--- src/rtl/bcd_pkg.sv ---
// rtl/bcd_pkg.sv - BCD nibble constants and helpers shared by the countdown timer
package bcd_pkg;

  localparam int         BCD_W    = 4;
  localparam logic [3:0] BCD_MAX  = 4'd9;
  localparam logic [3:0] BCD_ZERO = 4'd0;

  function automatic logic bcd_is_valid(input logic [BCD_W-1:0] nibble);
    return nibble <= BCD_MAX;
  endfunction

  // Out-of-range nibbles saturate to 9 so a digit register never holds A..F.
  function automatic logic [BCD_W-1:0] bcd_clamp(input logic [BCD_W-1:0] nibble);
    return bcd_is_valid(nibble) ? nibble : BCD_MAX;
  endfunction

endpackage

--- src/rtl/bcd_digit.sv ---
// rtl/bcd_digit.sv - one BCD decade register with preset, reload and borrow-out
module bcd_digit
  import bcd_pkg::*;
(
  input  logic             clock,
  input  logic             clrn,
  input  logic             ld,
  input  logic [BCD_W-1:0] ld_val,
  input  logic             dec,
  input  logic             rld,
  input  logic [BCD_W-1:0] rld_val,
  output logic [BCD_W-1:0] q,
  output logic             borrow_out
);

  logic [BCD_W-1:0] q_q;
  logic [BCD_W-1:0] q_d;

  always_comb begin
    q_d = q_q;
    if (ld) begin
      q_d = ld_val;
    end else if (rld) begin
      q_d = rld_val;
    end else if (dec) begin
      q_d = (q_q == BCD_ZERO) ? BCD_MAX : q_q - 4'd1;
    end
  end

  always_ff @(posedge clock or negedge clrn) begin
    if (!clrn) begin
      q_q <= BCD_ZERO;
    end else begin
      q_q <= q_d;
    end
  end

  assign q          = q_q;
  assign borrow_out = dec & (q_q == BCD_ZERO);

endmodule

--- src/rtl/bcd_countdown_timer.sv ---
// rtl/bcd_countdown_timer.sv - multi-decade BCD down-counter with one-shot/auto-reload modes
module bcd_countdown_timer
  import bcd_pkg::*;
#(
  parameter int NUM_DIGITS = 2
) (
  input  logic                          clock,
  input  logic                          clrn,
  input  logic                          loadn,
  input  logic                          enable,
  input  logic                          reload,
  input  logic [BCD_W*NUM_DIGITS-1:0]   data,
  output logic [BCD_W*NUM_DIGITS-1:0]   count,
  output logic                          tc,
  output logic                          zero,
  output logic                          err
);

  localparam int W = BCD_W * NUM_DIGITS;

  logic [W-1:0]        data_clamped;
  logic                bad_nibble;
  logic [W-1:0]        reload_val_q, reload_val_d;
  logic                tc_q, tc_d;
  logic                err_q, err_d;
  logic                load, step, is_zero, is_one, rld_en;
  logic [NUM_DIGITS:0] dec_chain;
  logic                borrow_unused;

  always_comb begin
    data_clamped = '0;
    bad_nibble   = 1'b0;
    for (int i = 0; i < NUM_DIGITS; i++) begin
      data_clamped[i*BCD_W +: BCD_W] = bcd_clamp(data[i*BCD_W +: BCD_W]);
      bad_nibble = bad_nibble | ~bcd_is_valid(data[i*BCD_W +: BCD_W]);
    end
  end

  assign load    = ~loadn;
  assign step    = loadn & enable;
  assign is_zero = (count == '0);
  assign is_one  = (count == W'(1));

  // In auto-reload mode both the 1->terminal step and an idle zero reload the preset;
  // with a zero preset that simply reloads 0, which is the required hold.
  assign rld_en       = step & reload & (is_one | is_zero);
  assign dec_chain[0] = step & ~is_zero & ~rld_en;

  for (genvar g = 0; g < NUM_DIGITS; g++) begin : g_digit
    bcd_digit u_digit (
      .clock      (clock),
      .clrn       (clrn),
      .ld         (load),
      .ld_val     (data_clamped[g*BCD_W +: BCD_W]),
      .dec        (dec_chain[g]),
      .rld        (rld_en),
      .rld_val    (reload_val_q[g*BCD_W +: BCD_W]),
      .q          (count[g*BCD_W +: BCD_W]),
      .borrow_out (dec_chain[g+1])
    );
  end

  // Borrow out of the top decade cannot occur: digit 0 is never decremented at zero.
  assign borrow_unused = dec_chain[NUM_DIGITS];

  always_comb begin
    reload_val_d = load ? data_clamped : reload_val_q;
    err_d        = load ? bad_nibble : err_q;
    tc_d         = step & is_one;
  end

  always_ff @(posedge clock or negedge clrn) begin
    if (!clrn) begin
      reload_val_q <= '0;
      tc_q         <= 1'b0;
      err_q        <= 1'b0;
    end else begin
      reload_val_q <= reload_val_d;
      tc_q         <= tc_d;
      err_q        <= err_d;
    end
  end

  assign tc   = tc_q;
  assign err  = err_q;
  assign zero = is_zero;

endmodule

--- config.mk ---
export PLATFORM = sky130hd
export DESIGN_NAME = bcd_countdown_timer
export DESIGN_NICKNAME = d
export VERILOG_FILES = /design/src/rtl/bcd_pkg.sv /design/src/rtl/bcd_digit.sv /design/src/rtl/bcd_countdown_timer.sv
export SDC_FILE = /design/constraint.sdc
export NUM_CORES = 1
export LEC_CHECK = 0
export CORE_UTILIZATION = 40
export CTS_BUF_LIST = sky130_fd_sc_hd__clkbuf_8
export DETAILED_ROUTE_END_ITERATION = 8
export PLACE_DENSITY_LB_ADDON = 0.1
export SLEW_MARGIN = 15
export SYNTH_ARGS = -nofsm -noshare
export SYNTH_HDL_FRONTEND = slang
export SYNTH_HIERARCHICAL = 1
export SYNTH_SLANG_ARGS = --single-unit
--- constraint.sdc ---
create_clock -name clock -period 3 [get_ports clock]
set_input_delay 0.75 -clock clock [delete_from_list [all_inputs] [get_ports clock]]
set_output_delay 0.75 -clock clock [all_outputs]
set_load 0.01 [all_outputs]
==> metrics.yaml, run 1 <==
worst_setup_path:
  cp_max_fo: 7
  worstSetupPathType: "reg -> out"
  cp-start-kind: "flop"
  r2r_end: "g_digit[1].u_digit/q[1]"
  critical_path_depth: 3
  r2r_cells: 8
  crit_start: "g_digit[1].u_digit/q[1]"
  path_cells: "or4_4, nor3_1, clkdlybuf4s50_1"
  arrival_ns: 2.06
  timing.rr.start: "g_digit[1].u_digit/q[1]"
  crit_required_ns: 2.25
  path_delay_family: "simple AND/OR/NAND/NOR gates"
  cp_num_buf_inv: 1
  cpPeakStageDelay_ns: 0.60
  worstSetupEndpointType: "output port"
  crit_path_end: "zero"
  reg2reg_slack_ns: 0.47
  crit_slowest_cell: "or4_4"
logic_synthesis:
  yosys_warnings: 6
  syn_area_sq_um: 1040
  synth_cells: 113
  synth_area_per_cell_sq_um: 9.17
  synthesis.nets: 126
detailed_routing:
  wire_per_inst_microns: 13.0
  vias: 876
  ant_nets: 0
  drt_iter0_drc: 12
  first_pass_iters: 4
  drc_errors: 0
  routed_via_density: 5.21
  routed_wl_microns: 2180
layout:
  design_area_sq_um: 1370
  syn_to_final_growth_pct: 32.5
  final_layout_size_suffix_gt1_share_pct: 15.2
  diodes: 0
  final_cells: 168
  finish.utilization_pct: 55.9
  nets: 152
die:
  die_x_microns: 52.9
  rows: 18
  ioPinCount: 24
  die_h_microns: 52.9
  dieArea_sq_um: 2800
  core_area_sq_um: 2450
  start_util_pct: 42.2
global_route:
  grt_pass1_vias: 769
  gr-total-overflow: 0
  grt_usage_pct: 18.1
  antenna_found_initial: 0
  grt_max_degree: 21
  grt_first_pass_wirelength_microns: 3620
status:
  status: "finished clean"
sta:
  worst_slack_ns: 0.192
  fmax_ghz: 0.356
  setup_viol: 0
  finClkSkew_ns: 0.00483
  rsz0062_at_grt: "no"
  drv_slew: 0
  period_needed_ns: 2.81
  hold_viol_final: 0
  tightest_slew_ns: 0.839
  max_slew_margin_pct: 43.9
  min_period_over_period_pct: 93.6
  finalSetupTns_ns: 0
pwr:
  ir_drop_mv: 0.317
  p_leak_nw: 0.555
  powerDensity_nw_per_um2: 481
cts:
  postCtsSetupRepairBufs: 0
  clock_latency_ns: 0.26
  cts_tree: "yes"
  numCtsBuffers: 3
  ctsHoldBuffers: 0
  cts_root_buffer: "clkbuf_8"
  cts_max_level: 1
  clkSinkCount: 18
  cts.clk_slew.worst_paths_ns: 0.07
  ctsLongestPathBuffers: 2
  cts_resized: 0
place:
  place_ws_ns: 0.262
  place_area_sq_um: 1320
  dpl.cell_count: 164
  port_buffers: 23
  globalplace.congestion: 0.783
  hpwl_microns: 1550
min_path:
  worstHoldPathType: "reg -> reg"
  hold_depth: 1
flow_run:
  cap_violations: 0
==> through the flow <==
stage,hold slack (ns),total power [mW]
6_report,0.506,0.660
5_1_grt,0.524,0.699
3_5_place_dp,0.496,0.462
2_1_floorplan,0.454,0.385
4_1_cts,0.511,0.668
3_3_place_gp,0.493,0.461
==> layer usage <==
layer / track usage, % / vias up / wire (microns)
met2: 24.3 / 27 / 877
met5: 0 / - / 0
met4: 8.33 / 0 / 21
met3: 4.02 / 4 / 127
met1: 27.0 / 396 / 1150
li1: - / 449 / -
==> state kept, by name, indices dropped and copies added, names as in the netlist <==
register / count
tc: 1
g_digit.u_digit/q: 8
reload_val_q: 8
err: 1
==> report_power, final <==
group	switching, mW	total, mW	internal, mW
Sequential	0.0347	0.303	0.269
Combinational	0.0667	0.154	0.0878
Clock	0.0853	0.202	0.117
==> worst min-delay path by stage <==
stage	end	startpoint	slack, ns
floorplan	err	clrn	0.45
global placement	reload_val_q[6]	reload_val_q[6]	0.49
detailed placement	reload_val_q[5]	reload_val_q[5]	0.50
CTS	reload_val_q[3]	reload_val_q[3]	0.51
global route	reload_val_q[3]	reload_val_q[3]	0.52
finish	reload_val_q[3]	reload_val_q[3]	0.51
==> placed cells by master (no fill, tap or decap) <==
master           count
o21ai_0             12
or4_4                1
a221o_1              2
nor2b_1              9
xor2_1               2
buf_4                5
o21ai_1              2
clkbuf_8             4
a31oi_1              3
nor4_2               1
or3_1                1
clkdlybuf4s50_1     23
nor2_1               4
nor3_1               3
mux2_2               6
o311a_1              1
inv_1                8
clkinv_1             1
nor4b_2              2
o22ai_1              2
dfrtp_1             18
mux2i_1              2
nor4_1               3
nand2_1              9
a21oi_1             10
and4bb_2             2
xnor2_1              2
==> final cells by class <==
type	count	area, sq um
Fill cell	241	1080
Multi-Input combinational cell	79	528
Sequential cell	18	450
Timing Repair Buffer	28	268
Clock buffer	4	55.1
Tap cell	30	37.5
Inverter	9	33.8
Power figures use the tool's default switching activity.
==> run 2, diff against run 1 <==
--- a/config.mk
+++ b/config.mk
@@ -9,6 +9,7 @@
 export CTS_BUF_LIST = sky130_fd_sc_hd__clkbuf_8
 export DETAILED_ROUTE_END_ITERATION = 8
 export PLACE_DENSITY_LB_ADDON = 0.1
+export SETUP_SLACK_MARGIN = 0.2
 export SLEW_MARGIN = 15
 export SYNTH_ARGS = -nofsm -noshare
 export SYNTH_HDL_FRONTEND = slang
==> metrics.yaml, run 2 (synthesized netlist as in run 1, its figures left out) <==
status:
  status: "finished clean"
sta:
  rsz0062_at_grt: "no"
  hold_viol_final: 0
  max_slew_margin_pct: 43.9
  min_period_over_period_pct: 84.1
  finalSetupTns_ns: 0
  tightest_slew_ns: 0.839
  period_needed_ns: 2.52
  finClkSkew_ns: 0.00482
  setup_viol: 0
  drv_slew: 0
  fmax_ghz: 0.397
detailed_routing:
  drc_errors: 0
  vias: 877
  routed_wl_microns: 2180
  routed_via_density: 5.22
  first_pass_iters: 4
  wire_per_inst_microns: 13.0
  drt_iter0_drc: 12
  ant_nets: 0
layout:
  multiInputGateArea_sq_um: 528
  finish.utilization_pct: 56.1
  design_area_sq_um: 1380
  n_fill_cell: 239
  final_cell_mix: "clkdlybuf4s50_1 (22), dfrtp_1 (17), o21ai_0 (12)"
  nets: 152
  seqCellArea_sq_um: 452
  syn_to_final_growth_pct: 32.9
  final_common_cell: "clkdlybuf4s50_1"
  final_layout_size_suffix_gt1_share_pct: 15.9
  diodes: 0
pwr:
  powerDensity_nw_per_um2: 480
  total_power_mw: 0.660
  ir_drop_mv: 0.317
  p_leak_nw: 0.573
flow_run:
  cap_violations: 0
worst_setup_path:
  crit_required_ns: 3.18
  cp-start-kind: "flop"
  crit_slowest_cell: "or4_4"
  worstSetupPathType: "reg -> reg"
  timing.critical_path.mode_cell: "a21oi_1"
  cp_max_fo: 7
  arrival_ns: 2.71
  path_delay_family: "simple AND/OR/NAND/NOR gates"
  worstSetupEndpointType: "flop"
  path_cells: "or4_4, o311a_1, nor4b_2, nor2b_1, buf_4, nor3_1, a21oi_1, a21oi_1"
  cp_num_buf_inv: 1
  cpPeakStageDelay_ns: 0.58
global_route:
  antenna_found_initial: 0
  gr-total-overflow: 0
  grt_usage_pct: 18.1
  grt_max_degree: 21
  grt_first_pass_wirelength_microns: 3620
  grt_pass1_vias: 769
die:
  dieArea_sq_um: 2800
  die_x_microns: 52.9
  start_util_pct: 42.2
  core_area_sq_um: 2450
  rows: 18
  ioPinCount: 24
  die_h_microns: 52.9
place:
  hpwl_microns: 1550
  globalplace.congestion: 0.783
  port_buffers: 23
  place_area_sq_um: 1320
cts:
  clock_latency_ns: 0.26
  cts_tree: "yes"
  cts_max_level: 1
  cts.clk_slew.worst_paths_ns: 0.07
  cts_root_buffer: "clkbuf_8"
  ctsLongestPathBuffers: 2
  clkSinkCount: 18
  ctsHoldBuffers: 0
  numCtsBuffers: 3
min_path:
  worstHoldPathType: "reg -> reg"
==> run 2: changes by cell type in the layout (fill, tap and decap cells not counted), sizes merged <==
cell	delta
clkdlybuf4s50	-1
dlymetal6s2s	+1
==> run 2: timing repair <==
| action | 4_1_cts | 5_1_grt |
|---|---|---|
| endpoints found under the hold margin | 0 | 0 |
| setup endpoints to repair | 1 | 1 |
| resized for setup | 1 | 1 |
| gates cloned | 0 | 0 |
| buffers inserted | 0 | 0 |
==> run 2: path summary, 6_finish.rpt <==
path | start | slack [ns] | depth (start not counted) | to
worst max register to register | g_digit[1].u_digit/q[0] | 0.48 | 8 | g_digit[1].u_digit/q[1]
worst max-delay path | g_digit[1].u_digit/q[0] | 0.48 | 8 | g_digit[1].u_digit/q[1]
min in group asynchronous | clrn | 0.97 | 1 | tc
max in group asynchronous | clrn | 1.46 | 1 | g_digit[1].u_digit/q[1]
worst min register to register | reload_val_q[3] | 0.51 | 1 | reload_val_q[3]
worst min-delay path | reload_val_q[3] | 0.51 | 1 | reload_val_q[3]
==> run 2: through the flow <==
stage               hold slack, ns  setup WS (ns)  instances
global route                 0.524          0.324        168
finish                       0.506          0.478        168
detailed placement           0.496          0.262        164
global placement             0.493          0.382        164
CTS                          0.511          0.203        168
floorplan                    0.454          0.610        113
==> run 2: layout make-up <==
| type | instances | area share, % |
|---|---|---|
| Sequential cell | 18 | 32.8 |
| Tap cell | 30 | 2.73 |
| Timing Repair Buffer | 28 | 19.6 |
| Multi-Input combinational cell | 79 | 38.4 |
| Clock buffer | 4 | 4.00 |
| Inverter | 9 | 2.45 |
==> run 2: power by group <==
part / internal, mW / switching (mW) / leakage [nW]
Clock: 0.117 / 0.0853 / 0.0288
Sequential: 0.269 / 0.0347 / 0.216
Combinational: 0.0877 / 0.0667 / 0.328
Total: 0.474 / 0.187 / 0.573
==> run 2: per-layer routing <==
| layer | global-route usage, % | vias up | part of all wire, % |
|---|---|---|---|
| met5 | 0 | - | 0 |
| met4 | 8.33 | 0 | 0.96 |
| met3 | 4.02 | 4 | 5.9 |
| met2 | 24.3 | 27 | 40 |
| met1 | 27.0 | 397 | 53 |
| li1 | - | 449 | - |
==> run 2: worst register-to-register path: cells and delay by family, from the launching register on <==
family,cells,cell delay (ns)
AOI/OAI and AO/OA,3,0.66
buffers and inverters,1,0.15
DFF,1,0.46
and+or+nand+nor,4,1.19
